File: src/rtl/sisc_ir_sequencer.sv
// -----------------------------------------------------------------------------
// sisc_ir_sequencer
//   Instruction sequencer for the SISC core. It holds a loadable program store,
//   owns the PC, and drives ir into the core through a multi-cycle
//   FETCH -> DECODE -> EXECUTE -> MEM -> WB sequence. It also detects halt
//   instructions, applies branch redirects, honours stalls, and counts retired
//   instructions.
//
// Ports
//   clk        in   rising-edge system clock
//   rst_f      in   asynchronous active-low reset
//   load_en    in   program-store write strobe (honoured in IDLE/HALT only)
//   load_addr  in   program-store write address (>= DEPTH ignored)
//   load_data  in   program-store write data
//   start      in   leave IDLE/HALT and fetch from start_pc
//   start_pc   in   first PC after start (reduced modulo DEPTH)
//   stall      in   hold in EXECUTE or MEM while high
//   br_taken   in   sampled in WB: redirect PC to br_addr
//   br_addr    in   branch target (reduced modulo DEPTH)
//   ir         out  instruction register to the core
//   ir_valid   out  high in DECODE, EXECUTE, MEM and WB
//   pc         out  address of the next instruction to fetch
//   phase      out  IDLE=0 FETCH=1 DECODE=2 EXECUTE=3 MEM=4 WB=5 HALT=6
//   halted     out  high in HALT
//   retired    out  retired-instruction count, saturating at all-ones
// -----------------------------------------------------------------------------
module sisc_ir_sequencer #(
    parameter int         DATA_W = 32,
    parameter int         ADDR_W = 6,
    parameter int         DEPTH  = 64,
    parameter int         CNT_W  = 16,
    parameter logic [3:0] HLT_OP = 4'hF
) (
    input  logic              clk,
    input  logic              rst_f,
    input  logic              load_en,
    input  logic [ADDR_W-1:0] load_addr,
    input  logic [DATA_W-1:0] load_data,
    input  logic              start,
    input  logic [ADDR_W-1:0] start_pc,
    input  logic              stall,
    input  logic              br_taken,
    input  logic [ADDR_W-1:0] br_addr,
    output logic [DATA_W-1:0] ir,
    output logic              ir_valid,
    output logic [ADDR_W-1:0] pc,
    output logic [2:0]        phase,
    output logic              halted,
    output logic [CNT_W-1:0]  retired
);

    typedef enum logic [2:0] {
        PH_IDLE   = 3'd0,
        PH_FETCH  = 3'd1,
        PH_DECODE = 3'd2,
        PH_EXEC   = 3'd3,
        PH_MEM    = 3'd4,
        PH_WB     = 3'd5,
        PH_HALT   = 3'd6
    } phase_e;

    // One extra bit so DEPTH == 2**ADDR_W is representable.
    localparam logic [ADDR_W:0]   DEPTH_X = (ADDR_W + 1)'(DEPTH);
    localparam logic [ADDR_W-1:0] LAST_PC = ADDR_W'(DEPTH - 1);

    phase_e              phase_q, phase_d;
    logic [ADDR_W-1:0]   pc_q, pc_d;
    logic [DATA_W-1:0]   ir_q, ir_d;
    logic [CNT_W-1:0]    retired_q, retired_d;
    logic                store_we;

    logic [DATA_W-1:0]   store [DEPTH];

    // Externally supplied addresses may exceed the store; fold them back in.
    function automatic logic [ADDR_W-1:0] wrap_addr(input logic [ADDR_W-1:0] a);
        logic [ADDR_W:0] r;
        r = {1'b0, a} % DEPTH_X;
        return r[ADDR_W-1:0];
    endfunction

    function automatic logic [CNT_W-1:0] sat_inc(input logic [CNT_W-1:0] c);
        return (c == '1) ? c : c + 1'b1;
    endfunction

    // NOTE: every output of this block gets a default first, so no path can
    // leave a signal unassigned and infer a latch.
    always_comb begin
        phase_d   = phase_q;
        pc_d      = pc_q;
        ir_d      = ir_q;
        retired_d = retired_q;
        store_we  = 1'b0;

        unique case (phase_q)
            PH_IDLE, PH_HALT: begin
                store_we = load_en && ({1'b0, load_addr} < DEPTH_X);
                if (start) begin
                    pc_d    = wrap_addr(start_pc);
                    phase_d = PH_FETCH;
                end
            end
            PH_FETCH: begin
                ir_d    = store[pc_q];
                pc_d    = (pc_q == LAST_PC) ? '0 : pc_q + 1'b1;
                phase_d = PH_DECODE;
            end
            PH_DECODE: begin
                // A halt instruction retires here; it never reaches WB.
                if (ir_q[DATA_W-1 -: 4] == HLT_OP) begin
                    retired_d = sat_inc(retired_q);
                    phase_d   = PH_HALT;
                end else begin
                    phase_d = PH_EXEC;
                end
            end
            PH_EXEC: if (!stall) phase_d = PH_MEM;
            PH_MEM:  if (!stall) phase_d = PH_WB;
            PH_WB: begin
                retired_d = sat_inc(retired_q);
                if (br_taken) pc_d = wrap_addr(br_addr);
                phase_d = PH_FETCH;
            end
            default: phase_d = PH_IDLE;
        endcase
    end

    // NOTE: state registers use non-blocking assignments so every flop samples
    // the values from before the edge, independent of statement order.
    always_ff @(posedge clk or negedge rst_f) begin
        if (!rst_f) begin
            phase_q   <= PH_IDLE;
            pc_q      <= '0;
            ir_q      <= '0;
            retired_q <= '0;
        end else begin
            phase_q   <= phase_d;
            pc_q      <= pc_d;
            ir_q      <= ir_d;
            retired_q <= retired_d;
        end
    end

    // NOTE: the program store has no reset; contents survive rst_f so a loaded
    // program can be rerun, and a reset-free array maps onto RAM.
    always_ff @(posedge clk) begin
        if (store_we) store[load_addr] <= load_data;
    end

    assign ir       = ir_q;
    assign pc       = pc_q;
    assign phase    = phase_q;
    assign retired  = retired_q;
    assign halted   = (phase_q == PH_HALT);
    assign ir_valid = (phase_q == PH_DECODE) || (phase_q == PH_EXEC) ||
                      (phase_q == PH_MEM)    || (phase_q == PH_WB);

endmodule

File: config.mk
export PLATFORM = sky130hd
export DESIGN_NAME = sisc_ir_sequencer
export DESIGN_NICKNAME = d
export VERILOG_FILES = /design/src/rtl/sisc_ir_sequencer.sv
export SDC_FILE = /design/constraint.sdc
export NUM_CORES = 2
export LEC_CHECK = 0
export CAP_MARGIN = 10
export CORE_ASPECT_RATIO = 1.1
export CORE_UTILIZATION = 56
export CTS_CLUSTER_SIZE = 16
export DETAILED_ROUTE_END_ITERATION = 6
export PLACE_DENSITY_LB_ADDON = 0.08
export SKIP_LAST_GASP = 1
export SYNTH_ARGS = -nofsm -noshare
export SYNTH_HDL_FRONTEND = slang
export SYNTH_SLANG_ARGS = --single-unit
File: constraint.sdc
create_clock -name clk -period 3.55 [get_ports clk]
set_input_delay 1.065 -clock clk [delete_from_list [all_inputs] [get_ports clk]]
set_output_delay 1.065 -clock clk [all_outputs]
set_load 0.01 [all_outputs]
==> impl_metrics.json <==
{
  "yosys_warnings": 0,
  "cp_data_arrival_time_ps": 2430,
  "setup_violations": 0,
  "cts_root_buffer": "clkbuf_16",
  "clock-sinks": 2105,
  "pre_cts_ws_ps": 67.0,
  "avgViaCountPerCell": 6.40,
  "rsz0062_at_grt": "no",
  "syn_inst": 3889,
  "dieWidth_um": 364,
  "finalNonFillerCells": 6370,
  "worstReg2RegStart": "pc[0]$_DFFE_PN0P_",
  "top_layer": "met5",
  "reg2reg_to": "ir[10]$_DFFE_PN0P_",
  "ant_nets": 0,
  "min_period_ps": 3490,
  "final_common_cell": "edfxtp_1",
  "drive_gt1_share_pct": 24.9,
  "p_leak_uw": 0.0305,
  "clk_pin_slew_ps": 70,
  "num_vias": 40800,
  "maxCapViolCount": 0,
  "cp-end-kind": "primary output",
  "hold_violations": 0,
  "wl_met2_um": 105000,
  "syn_nets": 3948,
  "drcViolationCount": 0,
  "grt_usage_pct": 29.9,
  "whs_ps": 349,
  "post-dp-hpwl_um": 132000,
  "nets": 4354,
  "status": "finished, final reports clean",
  "syn2layout_area_growth_pct": 16.0,
  "timing.slew.headroom_pct": 31.4,
  "postPlaceCellArea_um2": 87400,
  "r2r_slack_ps": 90,
  "synth.avg_cell_area_um2": 20.8,
  "gp_congestion": 0.933,
  "port_buffers": 114,
  "slew_violations": 0,
  "die_h_um": 401,
  "path_class": "flop to primary output",
  "netlist_area_um2": 80900,
  "ys_ff_latch": 2105,
  "fmax_mhz": 286,
  "design_area_um2": 93900,
  "worstPathMaxFanout": 7,
  "coreArea_um2": 143000,
  "grt_pass1_vias": 40200,
  "wirelength_um": 215000,
  "wl_met1_um": 83100,
  "cts_inserted_buffers": 200,
  "n_fill_cell": 9462,
  "worstMarginPinSlew_ps": 1030,
  "required_ps": 2480,
  "htree_num_levels": 4,
  "worst_slack_ps": 56.6,
  "synth-async-reset-ratio_pct": 2.71,
  "drt_first_pass_iters": 6,
  "grt_max_degree": 65,
  "core.rowCount": 145,
  "fin_skew_ps": 19.2,
  "ir_worst_vdd_uv": 650,
  "grt_antenna_before_repair": 13,
  "synth_flop_cell": "edfxtp_1",
  "synth_cell_types": 66,
  "floorplan.initialDensity_pct": 56.7,
  "routed-wl-met3_um": 17800,
  "grt_pass1_wl_um": 302000,
  "grt_overflow": 0,
  "post-place-cells": 5997,
  "avgRoutedWirePerCell_um": 33.7,
  "ios": 115,
  "reg2reg_depth": 8,
  "synth-seq-area-share_pct": 77.8,
  "post-route-period-util_pct": 98.4,
  "cts_tree": "yes",
  "clock_latency_ps": 820,
  "hold_buffers": 0,
  "cts.path.max_buffers": 3,
  "hold_class": "input pin to asynchronous set/reset pin",
  "powerDensity_nw_per_um2": 756,
  "synth_edf_count": 2048,
  "dieArea_um2": 146000,
  "final_cell_mix": "2048 x edfxtp_1, 398 x mux4_2, 301 x mux2i_1",
  "initialDrtViolationCount": 5430,
  "critPathLaunchType": "flop"
}
## power breakdown
group          switching [uW]  internal (uW)  total (uW)
clock network            8940          12000       20900
logic                   13000           8890       21900
registers                 493          27700       28200
total                   22400          48500       71000
## sequential cells by signal, indices dropped and copies added (netlist names)
register,flops
pc,6
retired,16
phase,3
store,2048
ir,32
## metrics by stage
| step | util, % | total power, uW | TNS, ps |
|---|---|---|---|
| finish | 65.8 | 71000 | 0 |
| global route | 65.7 | 72900 | 0 |
| CTS | 65.7 | 71300 | -28.1 |
| detailed placement | 61.2 | 50400 | 0 |
| global placement | 61.2 | 50300 | 0 |
| floorplan | - | 40700 | -91930 |
## worst max path at each step
stage | from | end | slack, ps
2_1_floorplan | load_addr[5] | store[38][0]$_DFFE_PP_ | -140
3_3_place_gp | pc[0]$_DFFE_PN0P_ | ir[25]$_DFFE_PN0P_ | 100
3_5_place_dp | pc[0]$_DFFE_PN0P_ | ir[25]$_DFFE_PN0P_ | 70
4_1_cts | pc[0]$_DFFE_PN0P_ | pc[0] | -30
5_1_grt | pc[3]$_DFFE_PN0P_ | pc[3] | 50
6_report | pc[3]$_DFFE_PN0P_ | pc[3] | 60
## final cells by class
class	instances	area, um^2	share of cell area, %
repair buffers	422	4830	5.15
diodes	3	7.51	0.00800
clock buffers	250	5420	5.77
clock inverters	113	962	1.02
flip-flops and latches	2105	62900	67.0
inverters	10	40.0	0.0426
well taps	1911	2390	2.55
multi-input cells	1556	17300	18.4
## worst max-delay path, cell delays in order, from the launching register on
cell             delay (ps)
dfrtp_2                 620
buf_4                   240
clkdlybuf4s50_1         750
## timing repair
item	in CTS	in global routing
setup buffers	7	1
pin swaps	0	0
setup endpoints to repair	4	4
gates resized for setup	2	2
## Yosys cell counts (9+ instances only)
| cell type | count | share of area (%) |
|---|---|---|
| edfxtp_1 | 2048 | 76 |
| mux4_2 | 398 | 11 |
| mux2i_1 | 301 | 3.7 |
| nor2_1 | 176 | 0.82 |
| nand2_1 | 166 | 0.77 |
| a22oi_1 | 118 | 1.1 |
| buf_2 | 94 | 0.58 |
| clkbuf_1 | 63 | 0.29 |
| o22ai_1 | 61 | 0.47 |
| dfrtp_1 | 57 | 1.8 |
| a21oi_1 | 38 | 0.24 |
| o21ai_0 | 37 | 0.23 |
| buf_4 | 33 | 0.31 |
| a32oi_1 | 30 | 0.32 |
| a31oi_1 | 29 | 0.22 |
| or3_1 | 29 | 0.22 |
| o21ai_1 | 28 | 0.17 |
| or4_1 | 28 | 0.26 |
| nand3_1 | 17 | 0.11 |
| buf_6 | 16 | 0.22 |
| xnor2_1 | 12 | 0.13 |
| buf_1 | 11 | 0.051 |
| nor3_1 | 9 | 0.056 |
## cells by family (layout without fill, tap and decap cells)
| group | after synthesis | in the layout | synth area share [%] |
|---|---|---|---|
| other cells | 0 | 3 | 0 |
| flops | 2105 | 2105 | 77.8 |
| mux | 702 | 702 | 14.8 |
| xor+xnor | 19 | 19 | 0.206 |
| simple gates | 465 | 465 | 2.59 |
| compound gates | 367 | 367 | 3.03 |
| buf+inv | 228 | 795 | 1.51 |
| fa+ha+maj | 3 | 3 | 0.0464 |
## layer usage
| metal | track usage [%] | vias to the layer above |
|---|---|---|
| met2 | 47.6 | 1982 |
| li1 | - | 17000 |
| met5 | 0 | - |
| met3 | 4.66 | 294 |
| met4 | 11.8 | 4 |
| met1 | 41.9 | 21500 |
(Power assumes the default switching activity.)
